$ cat config.mk
export PLATFORM = sky130hd
export DESIGN_NAME = uart_rx_flat
export DESIGN_NICKNAME = d
export VERILOG_FILES = /design/src/rtl/uart_rx_if.sv /design/src/rtl/uart_rx.sv /design/src/flat_wrapper.sv
export SDC_FILE = /design/constraint.sdc
export NUM_CORES = 1
export LEC_CHECK = 0
export ABC_AREA = 1
export BUFFER_PORTS_ARGS = -buffer_cell sky130_fd_sc_hd__buf_4
export CAP_MARGIN = 10
export CORE_MARGIN = 2
export CORE_UTILIZATION = 46
export CTS_CLUSTER_SIZE = 24
export DETAILED_ROUTE_END_ITERATION = 10
export PLACE_DENSITY = 0.67
export SLEW_MARGIN = 20
export SYNTH_ARGS = -nofsm -noshare
export SYNTH_HDL_FRONTEND = slang
export SYNTH_SLANG_ARGS = --single-unit
$ cat constraint.sdc
create_clock -name clk -period 1.3 [get_ports clk]
set_clock_uncertainty 0.05 [all_clocks]
set_input_delay 0.065 -clock clk [delete_from_list [all_inputs] [get_ports clk]]
set_output_delay 0.065 -clock clk [all_outputs]
set_load 0.05 [all_outputs]
$ cat src/rtl/uart_rx_if.sv
// Serial-receive bundle between the line/tick source and the uart_rx core.
// The master side owns the serial line and the oversampling tick; the slave
// side (the receiver) returns the received byte and its status strobes.
interface uart_rx_if #(
  parameter int DATA_BITS = 8
);
  logic                 os_tick;
  logic                 rx;
  logic [DATA_BITS-1:0] data;
  logic                 valid;
  logic                 frame_err;
  logic                 busy;

  modport master (
    output os_tick,
    output rx,
    input  data,
    input  valid,
    input  frame_err,
    input  busy
  );

  modport slave (
    input  os_tick,
    input  rx,
    output data,
    output valid,
    output frame_err,
    output busy
  );
endinterface

$ cat src/rtl/uart_rx.sv
// 8N1 UART receiver driven by an oversampling tick from the shared baud
// generator. Delivers each good byte with a one-cycle valid strobe and a bad
// stop bit with a one-cycle frame_err strobe.
//
// state   | meaning
// --------+-----------------------------------------------------------------
// S_IDLE  | line idle; waiting for a falling edge while armed
// S_START | counting to the middle of the start bit to reject glitches
// S_DATA  | sampling DATA_BITS data bits, LSB first, one per bit period
// S_STOP  | sampling the stop bit; strobes valid or frame_err, then idles
//
// OVERSAMPLE must be even and >= 4 so the mid-start-bit count is meaningful.
module uart_rx #(
  parameter int OVERSAMPLE = 16,
  parameter int DATA_BITS  = 8
) (
  input  logic     clk,
  input  logic     reset,
  uart_rx_if.slave rx_bus
);

  localparam int TW = $clog2(OVERSAMPLE);
  localparam int BW = $clog2(DATA_BITS + 1);

  localparam logic [TW-1:0] TICK_MID_START = TW'(OVERSAMPLE / 2 - 1);
  localparam logic [TW-1:0] TICK_LAST      = TW'(OVERSAMPLE - 1);
  localparam logic [BW-1:0] BIT_LAST       = BW'(DATA_BITS - 1);

  typedef enum logic [1:0] {
    S_IDLE  = 2'd0,
    S_START = 2'd1,
    S_DATA  = 2'd2,
    S_STOP  = 2'd3
  } state_t;

  state_t r_state;
  state_t w_state_nxt;

  logic [1:0]           r_sync;
  logic                 w_rx_s;
  logic                 r_armed;
  logic [TW-1:0]        r_tick_cnt;
  logic [BW-1:0]        r_bit_cnt;
  logic [DATA_BITS-1:0] r_shift;
  logic [DATA_BITS-1:0] r_data;
  logic                 r_valid;
  logic                 r_frame_err;

  logic                 w_busy;
  logic                 w_start_det;
  logic                 w_start_mid;
  logic                 w_bit_mid;
  logic                 w_stop_mid;

  // Two-flop synchroniser for the asynchronous serial line; resets to idle-high
  // so a reset never looks like a start edge.
  always_ff @(posedge clk or posedge reset) begin
    if (reset) begin
      r_sync <= 2'b11;
    end else begin
      r_sync <= {r_sync[0], rx_bus.rx};
    end
  end

  assign w_rx_s = r_sync[1];

  // State register.
  always_ff @(posedge clk or posedge reset) begin
    if (reset) begin
      r_state <= S_IDLE;
    end else begin
      r_state <= w_state_nxt;
    end
  end

  // Next-state logic; a start bit that is high again at its midpoint is a glitch.
  always_comb begin
    w_state_nxt = r_state;
    case (r_state)
      S_IDLE: begin
        if (w_start_det) begin
          w_state_nxt = S_START;
        end
      end
      S_START: begin
        if (w_start_mid) begin
          w_state_nxt = w_rx_s ? S_IDLE : S_DATA;
        end
      end
      S_DATA: begin
        if (w_bit_mid && (r_bit_cnt == BIT_LAST)) begin
          w_state_nxt = S_STOP;
        end
      end
      S_STOP: begin
        if (w_stop_mid) begin
          w_state_nxt = S_IDLE;
        end
      end
      default: w_state_nxt = S_IDLE;
    endcase
  end

  // Output/decode logic: busy plus the per-state sample points. Ticks are only
  // qualified outside IDLE, so a tick coinciding with start detection is dropped.
  always_comb begin
    w_busy      = (r_state != S_IDLE);
    w_start_det = 1'b0;
    w_start_mid = 1'b0;
    w_bit_mid   = 1'b0;
    w_stop_mid  = 1'b0;
    case (r_state)
      S_IDLE:  w_start_det = r_armed && !w_rx_s;
      S_START: w_start_mid = rx_bus.os_tick && (r_tick_cnt == TICK_MID_START);
      S_DATA:  w_bit_mid   = rx_bus.os_tick && (r_tick_cnt == TICK_LAST);
      S_STOP:  w_stop_mid  = rx_bus.os_tick && (r_tick_cnt == TICK_LAST);
      default: ;
    endcase
  end

  // Datapath: tick/bit counters, shift register, armed flag, output byte and
  // the one-cycle strobes (valid and frame_err are mutually exclusive by
  // construction since both depend on the same stop sample).
  always_ff @(posedge clk or posedge reset) begin
    if (reset) begin
      r_tick_cnt  <= '0;
      r_bit_cnt   <= '0;
      r_shift     <= '0;
      r_armed     <= 1'b1;
      r_data      <= '0;
      r_valid     <= 1'b0;
      r_frame_err <= 1'b0;
    end else begin
      r_valid     <= 1'b0;
      r_frame_err <= 1'b0;
      case (r_state)
        S_IDLE: begin
          r_tick_cnt <= '0;
          if (w_rx_s) begin
            r_armed <= 1'b1;
          end
        end
        S_START: begin
          if (rx_bus.os_tick) begin
            if (w_start_mid) begin
              r_tick_cnt <= '0;
              r_bit_cnt  <= '0;
            end else begin
              r_tick_cnt <= r_tick_cnt + TW'(1);
            end
          end
        end
        S_DATA: begin
          if (rx_bus.os_tick) begin
            if (w_bit_mid) begin
              r_shift    <= {w_rx_s, r_shift[DATA_BITS-1:1]};
              r_tick_cnt <= '0;
              r_bit_cnt  <= r_bit_cnt + BW'(1);
            end else begin
              r_tick_cnt <= r_tick_cnt + TW'(1);
            end
          end
        end
        S_STOP: begin
          if (rx_bus.os_tick) begin
            if (w_stop_mid) begin
              r_tick_cnt <= '0;
              if (w_rx_s) begin
                r_data  <= r_shift;
                r_valid <= 1'b1;
              end else begin
                // Low stop bit may be a break: disarm until the line goes high.
                r_frame_err <= 1'b1;
                r_armed     <= 1'b0;
              end
            end else begin
              r_tick_cnt <= r_tick_cnt + TW'(1);
            end
          end
        end
        default: ;
      endcase
    end
  end

  assign rx_bus.data      = r_data;
  assign rx_bus.valid     = r_valid;
  assign rx_bus.frame_err = r_frame_err;
  assign rx_bus.busy      = w_busy;

endmodule
$ cat src/flat_wrapper.sv
// flat-port wrapper written by rule: the top's interface ports become plain ports
module uart_rx_flat 
#(
  parameter int OVERSAMPLE = 16,
  parameter int DATA_BITS  = 8
)
  (clk, reset, rx_bus_os_tick, rx_bus_rx, rx_bus_data, rx_bus_valid, rx_bus_frame_err, rx_bus_busy);
  uart_rx_if #(.DATA_BITS(DATA_BITS)) rx_bus_i ();
  input  logic clk;
  input  logic reset;
  input wire logic [$bits(rx_bus_i.os_tick)-1:0] rx_bus_os_tick;
  input wire logic [$bits(rx_bus_i.rx)-1:0] rx_bus_rx;
  output wire logic [$bits(rx_bus_i.data)-1:0] rx_bus_data;
  output wire logic [$bits(rx_bus_i.valid)-1:0] rx_bus_valid;
  output wire logic [$bits(rx_bus_i.frame_err)-1:0] rx_bus_frame_err;
  output wire logic [$bits(rx_bus_i.busy)-1:0] rx_bus_busy;
  assign rx_bus_i.os_tick = rx_bus_os_tick;
  assign rx_bus_i.rx = rx_bus_rx;
  assign rx_bus_data = rx_bus_i.data;
  assign rx_bus_valid = rx_bus_i.valid;
  assign rx_bus_frame_err = rx_bus_i.frame_err;
  assign rx_bus_busy = rx_bus_i.busy;
  uart_rx #(.OVERSAMPLE(OVERSAMPLE), .DATA_BITS(DATA_BITS)) u_core (.clk(clk), .reset(reset), .rx_bus(rx_bus_i));
endmodule
Word-level counts from Yosys, hierarchy flattened
Cells that the tools add are included.

$add $sub $neg: 2. Multipliers: 0. Divide/modulo/power cells: 0. Magnitude comparators: 0. Equal/unequal tests: 16. Shift operators: 0. Muxes and demuxes: 35. Bitwise logic cells: 0. Reductions and logical operators: 15.

Operators with widths (count): $mux 4 (10); $mux 1 (16); $pmux 4 s4 (1); $ne 2x1->1 const B (6); $mux 2 (5); $reduce_and 5->1 (2); $add 4x1->4 const B (2); $eq 4x3->1 const B (2); $ne 2x2->1 const B (4); $pmux 2 s4 (1); $pmux 4 s2 (1); $reduce_and 4->1 (2); $reduce_and 3->1 (2); $reduce_bool 2->1 (3); $eq 2x2->1 const B (2); $eq 4x4->1 const B (1); $logic_and 1x1->1 (4); $eq 2x1->1 const B (1); $logic_not 2->1 (1); $pmux 1 s2 (1); $logic_not 1->1 (1).

Bits in registers: 31. Bits in latches: 0. Memory bits (writable): 0. ROM bits: 0. Input bits: 4. Output and inout bits: 11. Memories kept: 0.

Longest topological paths before layout
Gate-level depths: netlist of the first run.

Depth after elaboration: 6. Gate-level depth with buffers: 9. Depth with buffers taken out: 9.

Least setup slack after synthesis of the first run
Ideal clock, no wire load.

Path type: reg-to-reg. Start: register u_core.r_state[0]. End: register with a tool-made name. Library setup time: 0.117 ns. Data arrival time: 1.308 ns. Data required time: 1.133 ns. Slack: -0.175 ns. Cell stages (with the launch flop): 8. Path buffers: 0. Cells stage by stage: dfrtp_1 > nor2_1 > inv_1 > nor2_1 > nor2_1 > nand3_1 > nand2_1 > nand2_1.

RTL lines: from (decl) (line uart_rx.sv:36) `state_t r_state;`; from (signal assigned) (line uart_rx.sv:72) `r_state <= w_state_nxt;`.

Worst setup path in the final report of the first run
Start: register u_core.r_tick_cnt[0]. End: register u_core.r_tick_cnt[1].

Cells in the longest elaborated chain, start to end: 6. Elaborated cells between the ends (all ways): 15.

Ends and longest elaborated chain: from (decl) (line uart_rx.sv:42) `logic [TW-1:0] r_tick_cnt;`; from (signal assigned) (line uart_rx.sv:149) `r_tick_cnt <= r_tick_cnt + TW'(1);`; from (signal assigned) (line uart_rx.sv:160) `r_tick_cnt <= r_tick_cnt + TW'(1);`; from (signal assigned) (line uart_rx.sv:177) `r_tick_cnt <= r_tick_cnt + TW'(1);`; branches (longest 5 deep; another with $add 4x1->4); $pmux 4 s4 (*) (line uart_rx.sv:136) `case (r_state)`.

Every way passes the cells marked *. The select of a mux whose other input is x is not followed. A chain may end at the register's enable or synchronous reset.

==> results of run 1 <==
## tightest hold or removal path, stage by stage
cell	delay, ps
dlygate4sd3_1	540
buf_4	130
inv_1	40
buf_4	340
## Yosys cell counts
cell,count
a21oi_1,2
buf_2,1
buf_6,1
dfrtp_1,28
dfstp_2,3
ha_1,2
inv_1,17
inv_2,4
mux2i_1,1
nand2_1,36
nand2_2,4
nand2_4,2
nand3_1,12
nor2_1,11
nor2_2,4
nor2_4,2
nor3_1,1
o21ai_0,4
o21ai_1,9
o21ai_2,10
or2_2,1
xnor2_1,1
xor2_1,1
## final timing paths
kind	from	endpoint	slack, ps
hold reg to reg	u_core.r_sync[0]	u_core.r_sync[1]	320
min in group clk	u_core.r_sync[0]	u_core.r_sync[1]	320
setup / recovery	u_core.r_tick_cnt[0]	u_core.r_tick_cnt[1]	-110
setup reg to reg	u_core.r_tick_cnt[0]	u_core.r_tick_cnt[1]	-110
max in group asynchronous	reset	u_core.r_armed	560
hold / removal	reset	u_core.rx_bus.data[0]	310
## metrics by stage
step           TNS (ps)  hold WS, ps  std cells
2_1_floorplan    -445.0        19.48        157
3_3_place_gp      -1936        112.9        222
3_5_place_dp      -2882        119.8        222
4_1_cts           -2164        308.6        237
5_1_grt           -4864        321.0        238
6_report          -2286        308.6        238
## state kept, by name, indices dropped and copies added (netlist names), named ones only
register / count
u_core.r_sync: 2
u_core.r_bit_cnt: 4
u_core.r_state: 1
u_core.r_tick_cnt: 4
u_core.rx_bus.valid: 1
u_core.r_shift: 8
u_core.r_armed: 1
u_core.rx_bus.data: 8
u_core.rx_bus.frame_err: 1
## what timing repair did
action | in CTS | in global routing
hold buffers | 3 | 0
gates cloned | 1 | 0
endpoints found under the hold margin | 30 | 0
resized for setup | 12 | 7
setup buffers | 4 | 1
pin swaps | 3 | 5
endpoints found under the setup margin | 28 | 30
## placed cells by master, fill, tap and decap left out, drive strengths merged
| master | n |
|---|---|
| dfstp | 3 |
| o21ai | 23 |
| nor3 | 1 |
| xnor2 | 1 |
| dfrtp | 28 |
| clkbuf | 7 |
| clkinv | 1 |
| or2 | 1 |
| nand3 | 12 |
| dlygate4sd3 | 3 |
| xor2 | 1 |
| buf | 38 |
| a21oi | 2 |
| inv | 21 |
| mux2i | 1 |
| ha | 2 |
| nand2 | 43 |
| nor2 | 17 |
## area by class of cell
type,count,share of cell area [%]
multi-input cells,104,32.66
well taps,33,2.139
flip-flops and latches,31,40.44
clock buffers,7,2.852
clock inverters,1,0.2592
repair buffers,41,17.56
inverters,21,4.083
## per-layer routing
metal	up-vias	share of wire [%]	wire, um
li1	592	-	-
met5	-	0	0
met1	540	44	1198
met4	0	2.4	66
met3	7	3.6	99
met2	15	50	1388
## report_power, final
| group | switching (mW) | leakage [nW] | internal [mW] |
|---|---|---|---|
| Combinational | 0.468 | 0.535 | 0.415 |
| Sequential | 0.0501 | 0.418 | 1.02 |
| Clock | 0.310 | 0.0353 | 0.262 |
## cells by family (layout without fill, tap and decap cells)
| group | after synthesis | in the layout |
|---|---|---|
| buffers and inverters | 23 | 70 |
| flip-flops | 31 | 31 |
| adder cells (fa/ha/maj) | 2 | 2 |
| XOR/XNOR | 2 | 2 |
| AO/OA/AOI/OAI | 25 | 25 |
| multiplexers | 1 | 1 |
| AND/OR/NAND/NOR | 73 | 74 |
==> out/metrics.yaml, run 1 <==
maxCapViolCount: 0
layout.nets: 210
clk_path_buf_depth: 2
grt_max_degree: 32
clkSlewWorstSetupHoldPaths_ps: 100
drive_gt1_share_pct: 44.88
worst-r2r-cell-count: 7
peakVddDrop_v: 0.001079
mappedNetlistArea_um2: 1433
hold_violations: 0
crit_cells: 7
drtIter0Drc: 40
violations: "negative setup slack"
synth_compound_area_share_pct: 11.35
worst_pin_slew_ps: 387.5
cp-end-kind: "register"
gp_congestion: 0.8080
yosys.area_share.adder_pct: 1.747
route.detailed.drc: 0
vias: 1154
grt_pass1_wl_um: 4574
crit_arrival_ps: 1570
power.total_mw: 2.523
fin_util_pct: 64.29
antenna_found_initial: 0
start_kind: "register"
cp.required_ps: 1450
synth.ff_latch_count: 31
htree_levels: 2
layout_min_cycle_time_ps: 1414
ff_latch_area_um2: 780.7
fp.dieArea_um2: 3577
slowest_delay_ps: 370
chipWidth_um: 59.81
relSlewSlack_pct: 74.17
netlist_instances: 157
multi_input_area_um2: 630.6
hp-class: "in -> async"
synth_seq_area_share_pct: 54.41
core-area_um2: 3003
setup_viol: 27
track_usage_pct: 17.67
worstPathMaxFanout: 4
grt_overflow: 0
clock_latency_ps: 320
grt_pass1_vias: 1054
worstPathBufferInverterCount: 1
pre_cts_slack_ps: -193.3
cts_root_buf: "clkbuf_4"
drt_wl_total_um: 2753
syn_avg_cell_area_um2: 9.125
met2_usage_pct: 29.19
yosys.area.top_type_share_pct: 48.91
synthSimpleGateAreaFrac_pct: 23.93
initial_core_util_pct: 47.71
post-route-period-util_pct: 108.7
fin_area_um2: 1931
synthTopCellsByArea: "dfrtp_1, nand2_1, o21ai_2, dfstp_2, inv_1"
rsz0062_at_grt: "true"
crit_chain: "ha_2, nand2_4, nor2_4, nor2_1, nor2_2, buf_4, o21ai_1"
die_h_um: 59.81
yosysWarnings: 0
use_met1_pct: 20.75
yosys.area.top_type: "dfrtp_1"
cts.sinks: 31
syn_nets: 163
powerDensity_nw_per_um2: 1307
cts_tree: "done"
synth_top_family_by_area: "simple AND/OR/NAND/NOR gates"
ys_types: 23
fillers: 260
detail-route-antenna-nets: 0
power.leakage_nw: 0.9877
wire_per_inst_um: 11.57
ios: 15
crit_slowest_cell: "dfrtp_1"
fp-row-count: 20
synthMuxAreaShare_pct: 0.6987
routed_via_density: 4.849
synth-xor-area-share_pct: 1.223
syn_to_final_growth_pct: 34.76
critPathKind: "reg -> reg"
cts_buffers: 5
status: "finished with violations"
dp_hpwl_um: 1859
top_usage_layer: "met2"
max_freq_mhz: 707.4
use_met3_pct: 5.844
portBuffers: 14
antennaDiodeCount: 0
slew_viol_final: 0
cp_top_family: "simple AND/OR/NAND/NOR gates"
place_area_um2: 1735
dr.pass1.iters: 4
setup_ws_ps: -113.6
Power figures use the tool's default switching activity.
==> run 2, diff against run 1 <==
Settings changed: CORE_UTILIZATION 46 to 51, PLACE_DENSITY 0.67 to 0.73.
==> run 2 against run 1 <==
The flow still finishes with violations (negative setup slack). Total power up 14%. Cell count down 1.7%. Non-clock buffer count down 1. Die area down 9.2%. Critical path type unchanged. Critical endpoint is now u_core.r_bit_cnt[2]. Highest routed layer unchanged.
==> out/metrics.yaml, run 2 (same netlist as run 1, synthesis figures left out) <==
clkSlewWorstSetupHoldPaths_ps: 100  # about the same
fin_util_pct: 73.41  # was 64.29%
peakVddDrop_v: 0.001569  # was 0.001079 V
setup_tns_ps: -2421  # was -2286 ps
setup_viol: 28  # was 27
slew_viol_final: 0  # unchanged
ios: 15  # unchanged
place_area_um2: 1740  # was 1735 um^2
detail-route-antenna-nets: 0  # unchanged
layout.nets: 208  # was 210
relSlewSlack_pct: 74.35  # was 74.17%
gp_congestion: 0.8054  # was 0.8080
core-area_um2: 2710  # was 3003 um^2
wire_per_inst_um: 13.12  # was 11.57 um
power.total_mw: 2.878  # was 2.523 mW
chipWidth_um: 57  # was 59.81 um
status: "finished with violations"  # unchanged
powerDensity_nw_per_um2: 1447  # was 1307 nW/um^2
slowest_delay_ps: 410  # was 370 ps
cp_top_family: "simple AND/OR/NAND/NOR gates"  # unchanged
grt_pass1_vias: 1283  # was 1054
cts.sinks: 31  # unchanged
violations: "negative setup slack"  # unchanged
initial_core_util_pct: 52.86  # was 47.71%
maxCapViolCount: 0  # unchanged
clk_path_buf_depth: 2  # unchanged
r2r_setup_slack_ps: -140  # was -110 ps
cts_root_buf: "clkbuf_4"  # unchanged
route.detailed.drc: 0  # unchanged
fin_area_um2: 1989  # was 1931 um^2
routed_via_density: 5.038  # was 4.849
drt_wl_total_um: 3069  # was 2753 um
htree_levels: 2  # unchanged
crit_chain: "ha_4, nand2_4, nor2_2, nor2_4, nor2_2, nand2_4, nand2_1, o21ai_2"  # was ha_2, nand2_4, nor2_4, nor2_1, nor2_2, buf_4, o21ai_1
vias: 1179  # was 1154
cp-end-kind: "register"  # unchanged
layout_min_cycle_time_ps: 1443  # was 1414 ps
fp.dieArea_um2: 3249  # was 3577 um^2
grt_pass1_wl_um: 5395  # was 4574 um
grt_max_degree: 32  # unchanged
worstPathMaxFanout: 6  # was 4
dr.pass1.iters: 4  # unchanged
critPathKind: "reg -> reg"  # unchanged
crit_slowest_cell: "dfrtp_1"  # unchanged
setup_ws_ps: -143.4  # was -113.6 ps
cts_tree: "done"  # unchanged
final_cell_mix: "nand2_1, buf_4, dfrtp_1"  # was buf_4, nand2_1, dfrtp_1
swShare_pct: 32.68  # was 32.82%
worstPathBufferInverterCount: 0  # was 1
rsz0062_at_grt: "true"  # unchanged
fp-row-count: 19  # was 20
die_h_um: 57  # was 59.81 um
clock_latency_ps: 330  # was 320 ps
cp.required_ps: 1480  # was 1450 ps
power.share.combinational_pct: 35.0  # about the same
drtIter0Drc: 48  # was 40
worst_pin_slew_ps: 384.8  # was 387.5 ps
portBuffers: 14  # unchanged
start_kind: "register"  # unchanged
hp-class: "in -> async"  # unchanged
clock_power_share_pct: 27.7  # was 22.7%
max_freq_mhz: 692.8  # was 707.4 MHz
crit_arrival_ps: 1630  # was 1570 ps
syn_to_final_growth_pct: 38.86  # was 34.76%
intPower_mw: 1.938  # was 1.695 mW
track_usage_pct: 21.76  # was 17.67%
antenna_found_initial: 0  # unchanged
seqPwrFrac_pct: 37.3  # was 42.3%
power.leakage_nw: 0.9927  # was 0.9877 nW
drive_gt1_share_pct: 44.33  # was 44.88%
antennaDiodeCount: 0  # unchanged
hold_violations: 0  # unchanged
switchingPower_uw: 940.7  # was 828.1 uW
hold_slack_ps: 303.6  # was 308.6 ps
cts_buffers: 5  # unchanged
dp_hpwl_um: 1909  # was 1859 um
post-route-period-util_pct: 111.0  # was 108.7%
grt_overflow: 0  # unchanged
-- run 2: power by group through the flow --
stage	clock, mW	sequential, mW	combinational [mW]
after CTS	0.806	1.07	0.826
after detailed placement	0	1.08	0.752
after global placement	0	1.08	0.729
after floorplan	0	1.09	0.420
final	0.797	1.07	1.01
after global routing	0.844	1.08	1.09
-- run 2: worst reg2reg max path, cell delays in order (launching register included) --
cell,delay (ps)
dfrtp_1,410
ha_4,170
nand2_4,60
nor2_2,200
nor2_4,70
nor2_2,140
nand2_4,100
nand2_1,90
o21ai_2,50
-- run 2: final cells by class --
| type | count | area, um^2 |
|---|---|---|
| repair buffers | 40 | 339.1 |
| multi-input cells | 103 | 663.1 |
| flip-flops and latches | 31 | 780.7 |
| clock buffers | 6 | 51.30 |
| well taps | 31 | 38.79 |
| inverters | 21 | 81.33 |
| fillers | 192 | 720.7 |
| clock inverters | 2 | 35.03 |
-- run 2: per-layer routing --
metal / GRT usage, % / share of wire, % / up-vias / wire length (um)
met3: 6.349 / 3.6 / 6 / 111
met1: 23.95 / 40 / 559 / 1241
li1: - / - / 586 / -
met5: 0 / 0 / - / 0
met4: 12.29 / 2.5 / 0 / 78
met2: 37.44 / 53 / 28 / 1637
-- run 2: worst paths after layout --
path	from	to	cells after the start
max in group asynchronous	reset	u_core.r_sync[0]	4
worst min-delay path	reset	u_core.rx_bus.data[0]	4
worst max register to register	u_core.r_tick_cnt[1]	u_core.r_bit_cnt[2]	8
worst min register to register	u_core.r_sync[0]	u_core.r_sync[1]	0
min in group clk	u_core.r_sync[0]	u_core.r_sync[1]	0
worst max-delay path	u_core.r_tick_cnt[1]	u_core.r_bit_cnt[2]	8
-- run 2: per-stage QoR --
step / setup WS [ps] / instances
2_1_floorplan: -73.68 / 157
3_3_place_gp: -129.2 / 221
3_5_place_dp: -197.8 / 221
4_1_cts: -99.43 / 234
5_1_grt: -207.7 / 234
6_report: -143.4 / 234
-- run 2: repair_timing --
item                       CTS  global route
hold endpoints to repair    30             0
hold buffers                 3             0
pin swaps                    1             2
cloned                       0             0
buffers inserted             2             0
setup endpoints to repair   26            30
resized for setup           11            19
==> run 3, diff against run 2 <==
Settings changed: CORE_UTILIZATION 51 to 60, PLACE_DENSITY 0.73 to 0.81.
Clock period 1.3 ns to 1.7 ns, I/O delays scaled along.
==> run 3 against run 2 <==
The flow now finishes without violations. Final area fell by 16%. Routed wire length fell by 18%. Cell count fell by 10%. Largest power group unchanged. Highest routed layer unchanged.
==> out/metrics.yaml, run 3 (same netlist as run 1, synthesis figures left out) <==
gp_congestion: 0.8534  # was 0.8054
met2_usage_pct: 38.75  # was 37.44%
route.detailed.drc: 0  # unchanged
multi_input_area_um2: 563.0  # was 663.1 um^2
power.leakage_nw: 0.8333  # was 0.9927 nW
drtIter0Drc: 14  # was 48
relSlewSlack_pct: 74.55  # was 74.35%
syn_to_final_growth_pct: 16.94  # was 38.86%
cts_root_buf: "clkbuf_4"  # unchanged
rsz0062_at_grt: "false"  # was true
htree_levels: 2  # unchanged
r2r_setup_slack_ps: 130  # was -140 ps
wire_per_inst_um: 11.97  # was 13.12 um
slew_viol_final: 0  # unchanged
grt_overflow: 0  # unchanged
drive_gt1_share_pct: 29.12  # was 44.33%
routed_via_density: 5.019  # was 5.038
cp-end-kind: "register"  # unchanged
fillers: 152  # was 192
portBuffers: 14  # unchanged
cp.required_ps: 1870  # was 1480 ps
post-route-period-util_pct: 92.18  # was 111.0%
fin_util_pct: 75.01  # was 73.41%
fp.dieArea_um2: 2795  # was 3249 um^2
antenna_found_initial: 0  # unchanged
dp_hpwl_um: 1821  # was 1909 um
peakVddDrop_v: 0.0008019  # was 0.001569 V
maxCapViolCount: 0  # unchanged
vias: 1054  # was 1179
track_usage_pct: 21.75  # was 21.76%
worstPathMaxFanout: 4  # was 6
chipWidth_um: 52.87  # was 57 um
worst_pin_slew_ps: 381.7  # was 384.8 ps
drt_wl_total_um: 2514  # was 3069 um
use_met3_pct: 5.932  # was 6.349%
ff_latch_area_um2: 779.5  # was 780.7 um^2
cts_buffers: 5  # unchanged
final_cell_mix: "nand2_1, dfrtp_1, inv_1"  # was nand2_1, buf_4, dfrtp_1
layout_min_cycle_time_ps: 1567  # was 1443 ps
hold_slack_ps: 311.8  # was 303.6 ps
dr.pass1.iters: 4  # unchanged
layout.nets: 187  # was 208
initial_core_util_pct: 64.15  # was 52.86%
die_h_um: 52.87  # was 57 um
max_freq_mhz: 638.1  # was 692.8 MHz
hold_violations: 0  # unchanged
detail-route-antenna-nets: 0  # unchanged
hp-class: "reg -> reg"  # was in -> async
setup_viol: 0  # was 28
core-area_um2: 2233  # was 2710 um^2
grt_max_degree: 32  # unchanged
ios: 15  # unchanged
start_kind: "register"  # unchanged
top_usage_layer: "met2"  # unchanged
status: "completed"  # was finished with violations
grt_pass1_wl_um: 4305  # was 5395 um
critPathKind: "reg -> reg"  # unchanged
clock_latency_ps: 330  # about the same
grt_pass1_vias: 1044  # was 1283
cts_tree: "done"  # unchanged
clk_path_buf_depth: 2  # unchanged
powerDensity_nw_per_um2: 1021  # was 1447 nW/um^2
setup_tns_ps: 0  # was -2421 ps
crit_arrival_ps: 1740  # was 1630 ps
clkSlewWorstSetupHoldPaths_ps: 90  # was 100 ps
final_common_cell: "nand2_1"
fp-row-count: 17  # was 19
use_met1_pct: 23.69  # was 23.95%
cts.sinks: 31  # unchanged
power.total_mw: 1.711  # was 2.878 mW
antennaDiodeCount: 0  # unchanged
-- run 3: worst max-delay path, stage by stage, from the launching register on --
cell and delay [ps]:
dfrtp_1 380, ha_1 220, nand2_2 100, nor2_1 190, nor2_2 70, nor2_1 230, nand3_1 110, nand2_1 70
nand2_1 50
-- run 3: routing by layer --
metal	wire, um	vias up
li1	-	540
met1	1087	497
met2	1311	12
met3	80	5
met4	35	0
met5	0	-
-- run 3: final timing paths --
kind	to	depth (start not counted)	startpoint
max	register	8	u_core.r_tick_cnt[0]
max reg2reg	register	8	u_core.r_tick_cnt[0]
min reg2reg	u_core.r_sync[1]	0	u_core.r_sync[0]
min in group asynchronous	u_core.rx_bus.valid	4	reset
min	u_core.r_sync[1]	0	u_core.r_sync[0]
max in group asynchronous	u_core.r_sync[0]	4	reset
-- run 3: timing repair --
item / CTS / global route
setup endpoints to repair: 0 / 8
hold buffers: 3 / 0
endpoints found under the hold margin: 30 / 0
buffers inserted: 0 / 0
resized for setup: 0 / 1
-- run 3: cell type report --
type                    instances  area share [%]
repair buffers                 19           8.962
well taps                      28           2.091
inverters                      21           4.705
multi-input cells             103           33.61
flip-flops and latches         31           46.53
clock buffers                   8           4.108
-- run 3: through the flow --
stage	setup WS [ps]	cells	cell area [um^2]
final	132.9	210	1675
after global routing	6.405	210	1675
after CTS	70.45	210	1670
after detailed placement	101.0	199	1572
after global placement	210.3	199	1572
after floorplan	225.2	157	1433
-- run 3: report_power, final --
group          total [mW]  switching (mW)  internal, mW
Sequential          0.831          0.0525         0.778
Clock               0.478           0.235         0.243
Combinational       0.402           0.273         0.129
